===== config.mk =====
export PLATFORM = sky130hd
export DESIGN_NAME = core_rrv_exe_div_flat
export DESIGN_NICKNAME = d
export VERILOG_FILES = /design/src/rtl/core_rrv_exe_div_if.sv /design/src/rtl/core_rrv_exe_div.sv /design/src/flat_wrapper.sv
export SDC_FILE = /design/constraint.sdc
export NUM_CORES = 1
export LEC_CHECK = 0
export CAP_MARGIN = 15
export CORE_MARGIN = 5
export CORE_UTILIZATION = 52
export DETAILED_ROUTE_END_ITERATION = 6
export GPL_ROUTABILITY_DRIVEN = 0
export HOLD_SLACK_MARGIN = 0.03
export PLACE_DENSITY = 0.76
export SLEW_MARGIN = 20
export SYNTH_ARGS = -nofsm -noshare
export SYNTH_HDL_FRONTEND = slang
export SYNTH_SLANG_ARGS = --single-unit

===== constraint.sdc =====
create_clock -name clk -period 6.2 [get_ports clk]
set_input_delay 0.62 -clock clk [delete_from_list [all_inputs] [get_ports clk]]
set_output_delay 0.62 -clock clk [all_outputs]
set_load 0.03 [all_outputs]

===== src/rtl/core_rrv_exe_div_if.sv =====
// core_rrv_exe_div_if
//   Q102H/Q103H handshake and data bundle between the core pipeline and the
//   iterative RV32M divider.
//   master : core side (drives request, operands, flush, downstream ready)
//   slave  : divider side (drives stall/ready and both result views)
interface core_rrv_exe_div_if;
    logic        div_req_q102h;
    logic [1:0]  div_op_q102h;
    logic [31:0] reg_rd_data1_q102h;
    logic [31:0] reg_rd_data2_q102h;
    logic        ready_q103h;
    logic        flush_q102h;
    logic        div_ready_q102h;
    logic [31:0] div_result_q102h;
    logic [31:0] div_result_q103h;

    modport master (
        output div_req_q102h, div_op_q102h, reg_rd_data1_q102h,
               reg_rd_data2_q102h, ready_q103h, flush_q102h,
        input  div_ready_q102h, div_result_q102h, div_result_q103h
    );

    modport slave (
        input  div_req_q102h, div_op_q102h, reg_rd_data1_q102h,
               reg_rd_data2_q102h, ready_q103h, flush_q102h,
        output div_ready_q102h, div_result_q102h, div_result_q103h
    );
endinterface


===== src/rtl/core_rrv_exe_div.sv =====
// core_rrv_exe_div
//   Iterative 32-bit restoring divider for DIV/DIVU/REM/REMU in Q102H.
//   Normal operations stall Q102H for 33 cycles; divide-by-zero and signed
//   overflow resolve combinationally with no stall. The selected result is
//   registered into Q103H.
// Ports:
//   clk  : core clock, rising edge
//   rst  : asynchronous active-high reset
//   dif  : slave side of core_rrv_exe_div_if
//          div_op_q102h: 00 DIV, 01 DIVU, 10 REM, 11 REMU
module core_rrv_exe_div (
    input  logic               clk,
    input  logic               rst,
    core_rrv_exe_div_if.slave  dif
);

    typedef enum logic [1:0] {IDLE, CALC, DONE} state_t;

    state_t      state;
    logic [31:0] quo;
    logic [31:0] rem;
    logic [31:0] dsr;
    logic [4:0]  cnt;
    logic        negq;
    logic        negr;
    logic [1:0]  op;
    logic [31:0] res_q103;

    logic        signed_op;
    logic        div0;
    logic        ovf;
    logic        special;
    logic [31:0] abs1;
    logic [31:0] abs2;
    logic [31:0] spec_res;
    logic [31:0] rem_sh;
    logic [31:0] quo_sh;
    logic [32:0] diff;
    logic        fits;
    logic [31:0] done_res;
    logic [31:0] result;
    logic        ready;
    logic        wr_en;

    always_comb begin
        signed_op = ~dif.div_op_q102h[0];
        div0      = (dif.reg_rd_data2_q102h == '0);
        ovf       = signed_op && (dif.reg_rd_data1_q102h == 32'h8000_0000)
                              && (dif.reg_rd_data2_q102h == '1);
        special   = div0 | ovf;

        abs1 = (signed_op && dif.reg_rd_data1_q102h[31]) ?
               (32'd0 - dif.reg_rd_data1_q102h) : dif.reg_rd_data1_q102h;
        abs2 = (signed_op && dif.reg_rd_data2_q102h[31]) ?
               (32'd0 - dif.reg_rd_data2_q102h) : dif.reg_rd_data2_q102h;

        if (div0)
            spec_res = dif.div_op_q102h[1] ? dif.reg_rd_data1_q102h : '1;
        else
            spec_res = dif.div_op_q102h[1] ? '0 : 32'h8000_0000;
    end

    // The shifted partial remainder is really 33 bits wide; its dropped MSB
    // (rem[31]) guarantees the subtraction fits when the divisor is >= 2^31.
    always_comb begin
        rem_sh = {rem[30:0], quo[31]};
        quo_sh = {quo[30:0], 1'b0};
        diff   = {1'b0, rem_sh} - {1'b0, dsr};
        fits   = rem[31] | ~diff[32];
    end

    always_comb begin
        if (op[1])
            done_res = negr ? (32'd0 - rem) : rem;
        else
            done_res = negq ? (32'd0 - quo) : quo;
    end

    always_comb begin
        result = '0;
        if (state == DONE)
            result = done_res;
        else if (state == IDLE && dif.div_req_q102h && special)
            result = spec_res;
    end

    always_comb begin
        ready = 1'b1;
        if (!dif.flush_q102h) begin
            case (state)
                IDLE:    ready = ~(dif.div_req_q102h & ~special);
                CALC:    ready = 1'b0;
                default: ready = 1'b1;
            endcase
        end
    end

    assign wr_en = dif.div_req_q102h & ready & dif.ready_q103h & ~dif.flush_q102h;

    always_ff @(posedge clk or posedge rst) begin
        if (rst) begin
            state <= IDLE;
            quo   <= '0;
            rem   <= '0;
            dsr   <= '0;
            cnt   <= '0;
            negq  <= 1'b0;
            negr  <= 1'b0;
            op    <= '0;
        end else if (dif.flush_q102h) begin
            state <= IDLE;
        end else begin
            case (state)
                IDLE: begin
                    if (dif.div_req_q102h && !special) begin
                        quo   <= abs1;
                        dsr   <= abs2;
                        rem   <= '0;
                        cnt   <= 5'd31;
                        op    <= dif.div_op_q102h;
                        negq  <= signed_op & (dif.reg_rd_data1_q102h[31] ^
                                              dif.reg_rd_data2_q102h[31]);
                        negr  <= signed_op & dif.reg_rd_data1_q102h[31];
                        state <= CALC;
                    end
                end
                CALC: begin
                    if (fits) begin
                        rem <= diff[31:0];
                        quo <= quo_sh | 32'd1;
                    end else begin
                        rem <= rem_sh;
                        quo <= quo_sh;
                    end
                    cnt <= cnt - 5'd1;
                    if (cnt == '0)
                        state <= DONE;
                end
                DONE: begin
                    if (dif.ready_q103h)
                        state <= IDLE;
                end
                default: state <= IDLE;
            endcase
        end
    end

    always_ff @(posedge clk or posedge rst) begin
        if (rst)
            res_q103 <= '0;
        else if (wr_en)
            res_q103 <= result;
    end

    assign dif.div_ready_q102h  = ready;
    assign dif.div_result_q102h = result;
    assign dif.div_result_q103h = res_q103;

endmodule


===== src/flat_wrapper.sv =====
// flat-port wrapper written by rule: the top's interface ports become plain ports
module core_rrv_exe_div_flat 
  (clk, rst, dif_div_req_q102h, dif_div_op_q102h, dif_reg_rd_data1_q102h, dif_reg_rd_data2_q102h, dif_ready_q103h, dif_flush_q102h, dif_div_ready_q102h, dif_div_result_q102h, dif_div_result_q103h);
  core_rrv_exe_div_if dif_i ();
  input  logic clk;
  input  logic rst;
  input wire logic [$bits(dif_i.div_req_q102h)-1:0] dif_div_req_q102h;
  input wire logic [$bits(dif_i.div_op_q102h)-1:0] dif_div_op_q102h;
  input wire logic [$bits(dif_i.reg_rd_data1_q102h)-1:0] dif_reg_rd_data1_q102h;
  input wire logic [$bits(dif_i.reg_rd_data2_q102h)-1:0] dif_reg_rd_data2_q102h;
  input wire logic [$bits(dif_i.ready_q103h)-1:0] dif_ready_q103h;
  input wire logic [$bits(dif_i.flush_q102h)-1:0] dif_flush_q102h;
  output wire logic [$bits(dif_i.div_ready_q102h)-1:0] dif_div_ready_q102h;
  output wire logic [$bits(dif_i.div_result_q102h)-1:0] dif_div_result_q102h;
  output wire logic [$bits(dif_i.div_result_q103h)-1:0] dif_div_result_q103h;
  assign dif_i.div_req_q102h = dif_div_req_q102h;
  assign dif_i.div_op_q102h = dif_div_op_q102h;
  assign dif_i.reg_rd_data1_q102h = dif_reg_rd_data1_q102h;
  assign dif_i.reg_rd_data2_q102h = dif_reg_rd_data2_q102h;
  assign dif_i.ready_q103h = dif_ready_q103h;
  assign dif_i.flush_q102h = dif_flush_q102h;
  assign dif_div_ready_q102h = dif_i.div_ready_q102h;
  assign dif_div_result_q102h = dif_i.div_result_q102h;
  assign dif_div_result_q103h = dif_i.div_result_q103h;
  core_rrv_exe_div u_core (.clk(clk), .rst(rst), .dif(dif_i));
endmodule

# Yosys cells after proc, flatten, opt, wreduce, memory -nomap -nowiden
# Index checks and enable logic that the tools add are counted.
# totals
regBits	139
out_inout_bits	65
word_cells	77
# classes
n_addsub	6
eq_ne	8
muxes	25
n_bitwise	14
reduce_logical	15
# op_table
operator	n
32-bit 2-to-1 mux	13
32-bit case mux with 2 select lines	2
1-bit by 32-bit subtractor with 32-bit output, first input constant	4
32-bit equality test, second input constant	2
32-bit by 32-bit subtractor with 33-bit output	1
32-bit logical NOT	1
5-bit case mux with 2 select lines	1
3-bit AND reduction	3
2-bit 2-to-1 mux	4
1-bit logical AND	7
1-bit AND	6
3-bit != test, second input constant	2
2-bit case mux with 3 select lines	1
5-bit logical NOT	1
5-bit 2-to-1 mux	1
1-bit inverter	5
5-bit by 1-bit subtractor with 5-bit output, second input constant	1
3-bit by 2-bit != test with 1-bit output, second input constant	1
2-bit by 1-bit equality test with 1-bit output, second input constant	1
2-bit equality test, second input constant	1
2-bit logical NOT	1
1-bit 2-to-1 mux	2
2-bit != test, second input constant	1
1-bit OR	2
4 further kinds	4

# Longest topological paths before layout
# depth
depth_word	12
ltp_mapped	14
ltp_nobuf	13

# Worst setup path after synthesis
# Ideal clock, no wire load.
# synth_timing
path_kind	input to output
startpoint	in dif_reg_rd_data2_q102h[20]
endpoint	out dif_div_result_q102h[9]
t_arrival_ns	3.711
path_slack_ns	1.869
cell_stages	7
path_cell_list	or4_4 -> or3_1 -> or3_1 -> or3_1 -> or2_4 -> or4_1 -> o21ai_0
# synth_via
elab_chain_len	6
# synth_lines
item	line	rtl
start: declaration	flat_wrapper.sv:10	input wire logic [$bits(dif_i.reg_rd_data2_q102h)-1:0] dif_reg_rd_data2_q102h;
32-bit equality test	core_rrv_exe_div.sv:49	&& (dif.reg_rd_data2_q102h == '1);
1-bit logical AND	core_rrv_exe_div.sv:49	
1-bit OR	core_rrv_exe_div.sv:50	special = div0 | ovf;
1-bit logical AND	core_rrv_exe_div.sv:83	else if (state == IDLE && dif.div_req_q102h && special)
32-bit 2-to-1 mux *	core_rrv_exe_div.sv:83	
32-bit 2-to-1 mux *	core_rrv_exe_div.sv:81	if (state == DONE)
end: declaration	flat_wrapper.sv:14	output wire logic [$bits(dif_i.div_result_q102h)-1:0] dif_div_result_q102h;
# Every way passes the cells marked *; elsewhere a longest branch is shown, timed or not.

# Final worst setup path
# layout_timing
startpoint	in dif_reg_rd_data2_q102h[21]
endpoint	out dif_div_result_q102h[30]
# Same word-level chain as after synthesis.

==> metrics.md <==
| Metric | Value |
|---|---|
| Largest net degree at the start of global routing | 102 |
| Cts repair resizes | 0 |
| Startpoint types | input pin |
| Number of port buffers | roughly 140 |
| Hold slack | roughly 490 ps |
| Mapped Area | between 10,000 and 15,000 um2 |
| FF-to-FF path depth | 14 |
| P per Cell Area | 231 nW/um2 |
| Synth Flop Type | dfrtp_1 |
| Min-delay src | u_core.dsr[20]$_DFFE_PP0P_ |
| RSZ-0062 raised after global routing | no |
| Critical Path End Type | output pin |
| CP Class | input pin to output pin |
| Syn Inst Count | approximately 1,400 |
| First-pass GRT wire length | 50.1 mm |
| Bufs on Longest Clock Path | 2 |
| Final HPWL DP | ~23 mm |
| Ratio of cells with drive above 1 in the final layout | ~6.1% |
| End of the critical path | dif_div_result_q102h[30] |
| Final worst setup slack | 733 ps |
| Total core area | a little over 20,000 um2 |
| Cell Count, Final, Fillers Out | about 1,700 |
| Via/cell ratio | roughly 5.9 |
| Most frequent cells in the layout | o21ai_0, nand2_1, dfrtp_1 |
| Setup TNS | 0 ps |
| Setup violations, final | 0 |
| # IOs | 136 |
| Routed wire length | 30.7 mm |
| Synthesis-stage register bit count | around 140 |
| Worst slack, placed | around 800 ps |
| Initial DRC Count | roughly 960 |
| Cell count after placement | ~1,700 |
| Drt pass-1 iters | 5 |
| Post-CTS setup buffer count | 0 |
| WL/cell | ~18 um |
| Synth area leaders | dfrtp_1, o21ai_0, xnor2_1, nand2_1, a21oi_1 |
| Vias | between 10,000 and 15,000 |
| R2r endpoint | u_core.rem[7]$_DFFE_PP0P_ |
| Post-synth ARST share | between 90% and 100% |
| FF-to-FF Start | u_core.quo[31]$_DFFE_PP0P_ |
| Die ar. | ~23,000 um2 |
| Clk sink count | roughly 140 |
| Fin crit share | between 80 and 90% |
| Clock root buffer | clkbuf_16 |
| Clock skew | 7.87 ps |
| Minimum clock period | ~5500 ps |
| Actual slew at the worst max-slew pin | between 900 and 1000 ps |
| Commonest non-fill, non-tap cell in the layout | o21ai_0 |
| Final hold vios | 0 |
| R2R setup slack | 2840 ps |
| Hold_buf cts | 0 |
| Final #Nets | about 1,600 |
| Static leakage | ~0.0054 uW |
| DRC Markers | 0 |
| Row count | between 50 and 60 |
| Die height | between 150 and 200 um |
| Worst Hold Class | flip-flop to flip-flop |
| Warnings, synthesis | 0 |
| Peak VDD IR | between 150 and 200 uV |
| Htree depth | 4 |
| Die Wd | ~150 um |
| Post-synth EDFFs | 0 |
| Clock latency on the worst-skew pair | around 430 ps |
| Area Growth Syn to Fin | 19.5% |
| Syn nets | roughly 1,500 |
| Max frequency | between 0.15 and 0.2 GHz |
| Gr ovfl total | 0 |
| Initial Utilization | 52.7% |
| Synth cell types | 55 |
| Status | completed |
| Register area share after synthesis | roughly a third |
| Crit path required time | 5580 ps |
| All-layer global routing usage | 26.0% |
| Fin. max-slew vios | 0 |
| Avg Cell Area, Syn | between 7 and 8 um2 |
| Crit Path Max Fanout | 5 |
| Cell taking the most area after synthesis | dfrtp_1 |
| Num CTS Buffers | 17 |
| Antenna violations before repair | 1 |
| Top cell type's share of synthesized area | 32.4% |
| ANT nets after route | 0 |
| Clock slew at reported path FFs | approximately 60 ps |
| Vias in the first global route | ~9,600 |
| Slew HR | ~34% |
| CTS tree | done |
| Arr. time, crit path | between 4000 and 5000 ps |
| Crit path launch | dif_reg_rd_data2_q102h[21] |
| Max_cap viols | 0 |
[worst min path at each step]
stage               slack, ps  cells after the start                         end
floorplan                 450                      2  u_core.dsr[14]$_DFFE_PP0P_
global placement          460                      2  u_core.dsr[14]$_DFFE_PP0P_
detailed placement        470                      2  u_core.dsr[20]$_DFFE_PP0P_
CTS                       480                      2  u_core.dsr[20]$_DFFE_PP0P_
global route              500                      2  u_core.dsr[21]$_DFFE_PP0P_
finish                    490                      2  u_core.dsr[20]$_DFFE_PP0P_
[layer usage]
layer | GRT usage, % | part of all wire [%]
met4 | 10.4 | 3.4
met1 | 35.6 | 44
met2 | 41.1 | 46
met3 | 4.35 | 6.7
met5 | 0 | 0
[sequential cells by signal, summed over array words and instances (netlist names)]
signal and flops:
u_core.dsr 32, u_core.state 2, u_core.negq 1, u_core.negr 1, u_core.op 1, u_core.quo 32, u_core.cnt 5, u_core.rem 32
u_core.dif.div_result_q103h 32
[power breakdown]
group	switching, uW	total (uW)	leakage (uW)	internal [uW]
Sequential	114	1110	0.00179	997
Clock	404	1030	0.000285	622
Combinational	481	813	0.00333	332
[per-stage QoR]
step                total power, uW  util [%]  area [um2]
floorplan                      1680         -       10700
global placement               1900      60.1       12200
detailed placement             1920      60.1       12200
CTS                            2940      63.0       12700
global route                   3110      63.0       12700
finish                         2950      63.0       12700
[kinds of logic (layout without fill, tap and decap cells)]
logic type,after synthesis,after routing,synth area share [%]
and+or+nand+nor,445,445,19.3
AOI/OAI and AO/OA,423,423,22.5
xor gates and xnor gates,144,144,11.8
DFF,138,138,32.4
buffers and inverters,134,238,5.11
adders and majority gates,40,40,4.76
muxes,40,40,4.13
other,0,1,0
[final cells by class]
| cell class | instances | area (um2) |
|---|---|---|
| Multi-Input combinational cell | 1092 | 6700 |
| Fill cell | 1743 | 7490 |
| Tap cell | 270 | 338 |
| Clock inverter | 11 | 120 |
| Inverter | 59 | 226 |
| Timing Repair Buffer | 147 | 1440 |
| Antenna cell | 1 | 2.50 |
| Sequential cell | 138 | 3450 |
| Clock buffer | 21 | 470 |
[synthesized netlist by cell type (all sizes together) (2+ instances only)]
cell and number:
nor2 103, a22oi 8, dfrtp 138, mux2i 8, a211oi 5, a21o 6
nand2 181, nor3 26, or2 5, o21bai 2, o211ai 18, a211o 2
xnor2 79, a31oi 3, inv 59, mux2 32, buf 17, or3 24
xor2 65, nand3b 2, clkbuf 58, a32oi 3, a21oi 124, a2111oi 2
o21ai 205, nor3b 2, o31ai 21, nand2b 20, and2 6, and3 5
nand4 16, nand3 20, nor2b 10, or4 11, a21boi 2, o21a 5
ha 39, nor4 13, o41ai 9, a41oi 2
[critical path, stage by stage]
cell and delay [ps]:
clkdlybuf4s50_1 510, or4_4 560, or3_1 340, or3_1 350, or3_1 350, or2_4 290, or4_1 670, a21oi_1 190
a21oi_1 60, o21ai_0 170, clkdlybuf4s50_1 740
(Power assumes the default switching activity.)
